==> src/rtl/morse_keyer.sv <==
// morse_keyer: turns ASCII characters received over a valid/ready handshake
// into a Morse on/off key stream on a single registered LED bit. One unit of
// Morse time is UNIT_TICKS clock cycles; dots are 1 unit, dashes 3 units,
// element gaps 1 unit, character gaps 3 units and a space adds 4 more units.
module morse_keyer #(
  parameter int UNIT_TICKS = 1600000,
  parameter int CNT_W      = $clog2(3*UNIT_TICKS+1)
) (
  input  logic       CLK,
  input  logic       RST_N,
  input  logic       char_valid,
  input  logic [7:0] char_data,
  output logic       char_ready,
  output logic       led,
  output logic       busy,
  output logic       err
);

  typedef enum logic [2:0] {
    IDLE,
    MARK,
    EGAP,
    CGAP,
    WGAP
  } state_t;

  localparam logic [CNT_W-1:0] TICK_LAST = CNT_W'(UNIT_TICKS - 1);

  state_t state;
  state_t state_next;

  logic [7:0] upper_char;
  logic [2:0] rom_len;
  logic [4:0] rom_bits;
  logic       is_symbol;
  logic       is_space;
  logic       accept;

  logic [4:0]       elem_bits;
  logic [2:0]       elem_left;
  logic [CNT_W-1:0] tick_cnt;
  logic [1:0]       unit_cnt;
  logic             done;
  logic             next_dash;
  logic [1:0]       entry_units;

  assign accept = char_valid && char_ready;
  assign done   = (tick_cnt == '0) && (unit_cnt == 2'd0);

  // Fold lowercase onto uppercase and look up the Morse pattern; a zero length marks an unsupported code
  always_comb begin
    upper_char = char_data;
    if (char_data >= 8'h61 && char_data <= 8'h7A) begin
      upper_char = char_data - 8'h20;
    end
    is_space = (char_data == 8'h20);
    {rom_len, rom_bits} = {3'd0, 5'b00000};
    case (upper_char)
      8'h41: {rom_len, rom_bits} = {3'd2, 5'b01000};
      8'h42: {rom_len, rom_bits} = {3'd4, 5'b10000};
      8'h43: {rom_len, rom_bits} = {3'd4, 5'b10100};
      8'h44: {rom_len, rom_bits} = {3'd3, 5'b10000};
      8'h45: {rom_len, rom_bits} = {3'd1, 5'b00000};
      8'h46: {rom_len, rom_bits} = {3'd4, 5'b00100};
      8'h47: {rom_len, rom_bits} = {3'd3, 5'b11000};
      8'h48: {rom_len, rom_bits} = {3'd4, 5'b00000};
      8'h49: {rom_len, rom_bits} = {3'd2, 5'b00000};
      8'h4A: {rom_len, rom_bits} = {3'd4, 5'b01110};
      8'h4B: {rom_len, rom_bits} = {3'd3, 5'b10100};
      8'h4C: {rom_len, rom_bits} = {3'd4, 5'b01000};
      8'h4D: {rom_len, rom_bits} = {3'd2, 5'b11000};
      8'h4E: {rom_len, rom_bits} = {3'd2, 5'b10000};
      8'h4F: {rom_len, rom_bits} = {3'd3, 5'b11100};
      8'h50: {rom_len, rom_bits} = {3'd4, 5'b01100};
      8'h51: {rom_len, rom_bits} = {3'd4, 5'b11010};
      8'h52: {rom_len, rom_bits} = {3'd3, 5'b01000};
      8'h53: {rom_len, rom_bits} = {3'd3, 5'b00000};
      8'h54: {rom_len, rom_bits} = {3'd1, 5'b10000};
      8'h55: {rom_len, rom_bits} = {3'd3, 5'b00100};
      8'h56: {rom_len, rom_bits} = {3'd4, 5'b00010};
      8'h57: {rom_len, rom_bits} = {3'd3, 5'b01100};
      8'h58: {rom_len, rom_bits} = {3'd4, 5'b10010};
      8'h59: {rom_len, rom_bits} = {3'd4, 5'b10110};
      8'h5A: {rom_len, rom_bits} = {3'd4, 5'b11000};
      8'h30: {rom_len, rom_bits} = {3'd5, 5'b11111};
      8'h31: {rom_len, rom_bits} = {3'd5, 5'b01111};
      8'h32: {rom_len, rom_bits} = {3'd5, 5'b00111};
      8'h33: {rom_len, rom_bits} = {3'd5, 5'b00011};
      8'h34: {rom_len, rom_bits} = {3'd5, 5'b00001};
      8'h35: {rom_len, rom_bits} = {3'd5, 5'b00000};
      8'h36: {rom_len, rom_bits} = {3'd5, 5'b10000};
      8'h37: {rom_len, rom_bits} = {3'd5, 5'b11000};
      8'h38: {rom_len, rom_bits} = {3'd5, 5'b11100};
      8'h39: {rom_len, rom_bits} = {3'd5, 5'b11110};
      default: {rom_len, rom_bits} = {3'd0, 5'b00000};
    endcase
    is_symbol = (rom_len != 3'd0);
  end

  // State register
  always_ff @(posedge CLK or negedge RST_N) begin
    if (!RST_N) begin
      state <= IDLE;
    end else begin
      state <= state_next;
    end
  end

  // Next-state logic: each timed state leaves once its unit/tick counters run out
  always_comb begin
    state_next = state;
    case (state)
      IDLE: begin
        if (accept) begin
          if (is_symbol) begin
            state_next = MARK;
          end else if (is_space) begin
            state_next = WGAP;
          end else begin
            state_next = IDLE;
          end
        end
      end
      MARK: begin
        if (done) begin
          state_next = (elem_left == 3'd1) ? CGAP : EGAP;
        end
      end
      EGAP: begin
        if (done) begin
          state_next = MARK;
        end
      end
      CGAP: begin
        if (done) begin
          state_next = IDLE;
        end
      end
      WGAP: begin
        if (done) begin
          state_next = IDLE;
        end
      end
      default: state_next = IDLE;
    endcase
  end

  // Outputs that follow the current state directly
  always_comb begin
    busy       = (state != IDLE);
    char_ready = (state == IDLE);
  end

  // Number of units (minus one) the state being entered lasts; a mark's length depends on the element about to be sent
  always_comb begin
    next_dash   = (state == IDLE) ? rom_bits[4] : elem_bits[4];
    entry_units = 2'd0;
    case (state_next)
      MARK:    entry_units = next_dash ? 2'd2 : 2'd0;
      EGAP:    entry_units = 2'd0;
      CGAP:    entry_units = 2'd2;
      WGAP:    entry_units = 2'd3;
      default: entry_units = 2'd0;
    endcase
  end

  // Unit timer: reload on every state entry, then count ticks within a unit and units within the state
  always_ff @(posedge CLK or negedge RST_N) begin
    if (!RST_N) begin
      tick_cnt <= '0;
      unit_cnt <= 2'd0;
    end else if (state_next != state) begin
      tick_cnt <= (state_next == IDLE) ? '0 : TICK_LAST;
      unit_cnt <= (state_next == IDLE) ? 2'd0 : entry_units;
    end else if (state != IDLE) begin
      if (tick_cnt == '0) begin
        tick_cnt <= TICK_LAST;
        unit_cnt <= unit_cnt - 2'd1;
      end else begin
        tick_cnt <= tick_cnt - 1'b1;
      end
    end
  end

  // Element shifter: load the pattern on accept, step to the next element each time a mark finishes
  always_ff @(posedge CLK or negedge RST_N) begin
    if (!RST_N) begin
      elem_bits <= 5'b00000;
      elem_left <= 3'd0;
    end else if (accept && is_symbol) begin
      elem_bits <= rom_bits;
      elem_left <= rom_len;
    end else if (state == MARK && done) begin
      elem_bits <= {elem_bits[3:0], 1'b0};
      elem_left <= elem_left - 3'd1;
    end
  end

  // Registered LED and error pulse so both appear glitch-free one cycle after the decision
  always_ff @(posedge CLK or negedge RST_N) begin
    if (!RST_N) begin
      led <= 1'b0;
      err <= 1'b0;
    end else begin
      led <= (state_next == MARK);
      err <= accept && !is_symbol && !is_space;
    end
  end

endmodule

==> config.mk <==
export PLATFORM = sky130hd
export DESIGN_NAME = morse_keyer
export DESIGN_NICKNAME = d
export VERILOG_FILES = /design/src/rtl/morse_keyer.sv
export SDC_FILE = /design/constraint.sdc
export NUM_CORES = 1
export LEC_CHECK = 0
export ABC_AREA = 1
export BUFFER_PORTS_ARGS = -buffer_cell sky130_fd_sc_hd__buf_2
export CAP_MARGIN = 20
export CORE_MARGIN = 3
export CORE_UTILIZATION = 40
export CTS_BUF_LIST = sky130_fd_sc_hd__clkbuf_8
export DETAILED_ROUTE_END_ITERATION = 12
export PLACE_DENSITY = 0.61
export RECOVER_POWER = 50
export SKIP_CTS_REPAIR_TIMING = 1
export SLEW_MARGIN = 40
export SYNTH_ARGS = -nofsm -noshare
export SYNTH_HDL_FRONTEND = slang
export SYNTH_SLANG_ARGS = --single-unit
==> constraint.sdc <==
create_clock -name CLK -period 5.2 [get_ports CLK]
set_input_delay 0.52 -clock CLK [delete_from_list [all_inputs] [get_ports CLK]]
set_output_delay 0.52 -clock CLK [all_outputs]
set_load 0.02 [all_outputs]
After elaboration in Yosys (flattened, before gate mapping). Memory sizes are Yosys's and may differ from the RTL's. Cells that the tools add are included.

Logic and storage cells: 69. Memory bits (read-only): 1024. Bits of input ports: 11. Memories kept: 1. Output and inout port bits: 4. Bits in registers: 38.

Reduce and logical (&&, ||, !) cells: 20. $lt $le $gt $ge: 2. Eq/ne operators: 10. Mux-type cells: 25. Add/subtract/negate cells: 4.

Memories: (name not given) (depth 128, bits a word 8, rd ports 1, clocked after memory_dff 0, write ports 0, RTL line 58) `case (upper_char)`.

Operator list (number): $mux 23 (3); $mux 3 (8); $logic_not 23->1 (1); $sub 23x1->23 const B (1); $mux 21 (1); $mux 8 (2); $pmux 3 s4 (1); $mux 2 (5); $mux 5 (2); $eq 3x1->1 const B (3); $eq 3x2->1 const B (3); $eq 8x6->1 const B (1); $ge 8x7->1 const B (1); $le 8x7->1 const B (1); $sub 8x6->8 const B (1); $logic_and 1x1->1 (7); $eq 3x3->1 const B (2); $logic_not 3->1 (2); $pmux 2 s3 (1); $reduce_bool 2->1 (3); $reduce_bool 3->1 (2); $ne 3x3->1 (1); $sub 3x1->3 const B (1); $logic_not 1->1 (2); other kinds (5) (6).

Longest topological paths before layout. An unclocked memory read counts as a cell.

Depth after elaboration: 13. Mapped depth: 22. Gate-level depth less buffers: 22.

Worst setup path before layout. No wires, ideal clock.

Path type: input to register. Start point: input char_data[0]. End point: register tick_cnt[19]. Arrival: 2.271 ns. Stages: 19. Required time: 5.080 ns. Path buffers: 1. Path slack: 2.808 ns. Cells stage by stage: inv_1 > ha_1 > a21oi_2 > nand2_2 > nand3_2 > nand2_2 > nand2_4 > nand2_1 > nand3_1 > nand3_2 > nand2_4 > nand2_4 > nand2_1 > nand2_2 > nor2_4 > buf_8 > nand2_4 > o21ai_1 > nand2_1.

Longest elaborated chain between the ends: 12. Elaborated cells between the ends (all ways): 18. Classes of those cells: add/sub: 1; order compare: 2; eq/ne: 2; mux: 8; reduce/logical: 4; memory: 1.

Ends and longest elaborated chain: start, declared (RTL line 12) `input logic [7:0] char_data,`; $ge 8x7->1 or $le 8x7->1 (tied branches) (RTL line 53) `if (char_data >= 8'h61 && char_data <= 8'h7A) begin`; $logic_and 1x1->1 (RTL line 53); $mux 8 * (RTL line 53); $mem_v2 128x8; $mux 8 * (RTL line 58); $reduce_bool 3->1 * (RTL line 97) `is_symbol = (rom_len != 3'd0);`; $mux 3 * (RTL line 115) `if (is_symbol) begin`; $mux 3 * (RTL line 114) `if (accept) begin`; $pmux 3 s4 * (RTL line 112) `case (state)`; named net state_next[0] (RTL line 30) `state_t state_next;`; $logic_not 3->1 (RTL line 173) `tick_cnt <= (state_next == IDLE) ? '0 : TICK_LAST;`; $mux 21 (RTL line 173); $mux 23 (RTL line 172) `end else if (state_next != state) begin`; end signal, assigned (RTL line 173); end signal, assigned (RTL line 180) `tick_cnt <= tick_cnt - 1'b1;`; end, declared (RTL line 41) `logic [CNT_W-1:0] tick_cnt;`.

Mark *: on every way through the listed nets, which the timed path passes. The rest lies on a longest branch. A chain may end at the register's enable or synchronous reset.

Worst setup path in the final report.
Start point: input char_data[1]. End point: register tick_cnt[3].

Same word-level chain as after synthesis.

==> reports/metrics.yaml <==
floorplanning:
  start_util: 0.415
  die_w_um: 95.8
  pin_count: 15
  dieArea_sq_um: 9170
  core_sq_um: 7770
  die_h_um: 95.8
  std_cell_rows: 32
global_routing:
  grt-busiest-layer: "met2"
  track_usage: 0.177
  grt_max_degree: 39
  grt_pass1_vias: 2869
  grt_pass1_wl_mm: 13.0
  grt_antenna_before_repair: 0
  grt.met3_usage: 0.0367
  use_met2: 0.302
  use_met1: 0.224
  grt-ovfl-total: 0
synth:
  synth.distinct_cells: 38
  synth_cells: 466
  ys_ff_latch: 38
  yosysWarnings: 0
  syn-cell-area_sq_um: 3220
  synth_nets: 490
  synth_area_per_cell_sq_um: 6.92
  yosys-top-cells-area: "dfrtp_1 30%, nand2_1 14%, inv_1 7.1%, nand3_1 6.4%, nor2_1 5.8%"
  netlist.area_leader.share: 0.295
  ys_seq_area_frac: 0.295
  synth.largest_area_cell: "dfrtp_1"
worst_setup_path:
  endpoint_kind: "flop"
  crit_chain: "buf_2 > inv_1 > ha_1 > nor2_2 > nand3_2 > nand3_2 > nand2_2 > nand2_1 > nand2_1 > nand3_1 > nand3_2 > nand2_4 > nand2_4 > nand2_1 > nand2_2 > nor2_4 > nand2_4 > inv_4 > nand2_1 > nand3_1"
  start_kind: "primary input"
  cp_slowest_cell: "nor2_4"
  arrival_ps: 3230
  cpMostUsedCell: "nand2_1"
  cpPeakStageDelay_ps: 450
  cp_max_fo: 20
  worst_ep_required_time_ps: 5430
  crit_family: "simple AND/OR/NAND/NOR gates"
  crit_buf_inv: 3
  criticalPathCategory: "primary input to flop"
routing:
  via_per_inst: 5.10
  routedWlPerCell_um: 13.0
  drt.antenna.violating_nets: 0
  via_count: 2946
  drt_iter0_drc: 103
  dr.pass1.iters: 4
  drc: 0
  wl_mm: 7.52
job:
  max-cap-violations: 1
sta:
  hold_violations: 0
  slew-limit-headroom: -0.384
  fmax_mhz: 332
  fin_worst_skew_ps: 8.86
  rsz0062_at_grt: "false"
  setup_tns_ps: 0
  layout_min_cycle_time_ps: 3010
  worst_slack_ps: 2190
  tightest_slew_ps: 2080
  timing.final.crit_share: 0.578
  setup_viol: 0
  slew_violations: 39
final_layout:
  num_antenna_cells: 0
  final_cell_area_sq_um: 3390
  n_fill_cell: 855
  layout-drive-gt1-share: 0.126
  final_common_cell: "nand2_1"
  area_growth_pct: 5.12
  mostFrequentLayoutCells: "118 x nand2_1, 62 x inv_1, 50 x nor2_1"
  postLayoutCoreUtil: 0.436
  nets: 499
clock_network:
  path_clk_slew_ps: 80
  htree_levels: 2
  cts_tree: "built"
  numCtsBuffers: 5
  clk_latency_ps: 290
  cts_buffer_depth: 2
  clockRootBuffer: "clkbuf_8"
  cts_sinks: 38
min_path:
  hold_class: "flop to flop"
pwr:
  power.internal_mw: 0.427
  p_leak_nw: 1.66
  ir_drop_mv: 0.0986
  power_density_nw_per_um2: 174
  power.switching_mw: 0.163
  combPwrFrac: 0.132
  p_clk_frac: 0.363
  p_total_mw: 0.590
  p_seq_frac: 0.505
  switching_share: 0.277
placed_design:
  gp_congestion: 0.885
  pre_cts_ws_ps: 1910
  io_buffers: 14
  place_area_sq_um: 3300
  place_hpwl_mm: 5.69
outcome:
  violations: "max-capacitance violations, max-slew violations"
  status: "complete, but fails checks"
state kept, by name, indices dropped and copies added (netlist names):
signal     cells
elem_bits      5
elem_left      3
err            1
led            1
state          3
tick_cnt      23
unit_cnt       2
Yosys cell counts (all sizes together):
library cell	instances
nand2	130
inv	66
nor2	59
nand3	48
dfrtp	38
o21ai	37
xor2	17
ha	13
buf	11
nand4	11
a21oi	10
nor3	5
nor4	4
o211ai	4
o221ai	3
a22oi	2
a31oi	2
or2	2
and3	1
clkbuf	1
o2111ai	1
o22ai	1
per-stage QoR:
step,std cells,hold slack [ps]
finish,578,478
global route,578,509
CTS,578,206
detailed placement,570,466
global placement,570,461
floorplan,466,224
power by group through the flow:
stage | sequential, mW | clock (mW) | combinational [mW]
finish | 0.298 | 0.214 | 0.0778
global placement | 0.304 | 0 | 0.0779
CTS | 0.298 | 0.218 | 0.0783
global route | 0.298 | 0.234 | 0.0885
detailed placement | 0.304 | 0 | 0.0781
floorplan | 0.304 | 0 | 0.0557
worst reg2reg max path, delay by kind of cell, from the launching register on:
| kind | cells | cell delay, ps |
|---|---|---|
| flops | 1 | 380 |
| simple gates | 13 | 1910 |
| fa+ha+maj | 1 | 290 |
| buf+inv | 2 | 310 |
worst paths after layout:
| path | endpoint | startpoint | cells after the start | slack (ps) |
|---|---|---|---|---|
| min in group asynchronous | tick_cnt[13]$_DFFE_PN0P_ | RST_N | 1 | 820 |
| setup reg to reg | tick_cnt[3]$_DFFE_PN0P_ | tick_cnt[0]$_DFFE_PN0P_ | 16 | 2240 |
| hold reg to reg | unit_cnt[0]$_DFFE_PN0P_ | unit_cnt[0]$_DFFE_PN0P_ | 2 | 480 |
| hold / removal | unit_cnt[0]$_DFFE_PN0P_ | unit_cnt[0]$_DFFE_PN0P_ | 2 | 480 |
| setup / recovery | tick_cnt[3]$_DFFE_PN0P_ | char_data[1] | 20 | 2190 |
| max in group asynchronous | elem_bits[4]$_DFFE_PN0P_ | RST_N | 1 | 3190 |
metal layers:
layer / up-vias / routed length, um / part of all wire
met3: 8 / 213 / 0.028
met4: 0 / 107 / 0.014
met5: - / 0 / 0
met2: 42 / 3630 / 0.48
li1: 1520 / - / -
met1: 1376 / 3570 / 0.47
layout make-up:
class                      count  area (sq um)  area share
clock buffer                   6          82.6      0.0244
clock inverter                 2          8.76     0.00258
inverter                      66           253      0.0746
multi-input combinational    350          1900       0.561
sequential                    38           951       0.281
tap                          102           128      0.0377
timing repair buffer          14          66.3      0.0196
logic make-up after synthesis:
| group | synth area share |
|---|---|
| simple gates | 0.382 |
| buf+inv | 0.116 |
| compound gates | 0.110 |
| flops | 0.295 |
| xor+xnor | 0.0462 |
| fa+ha+maj | 0.0505 |
(Power assumes the default switching activity.)
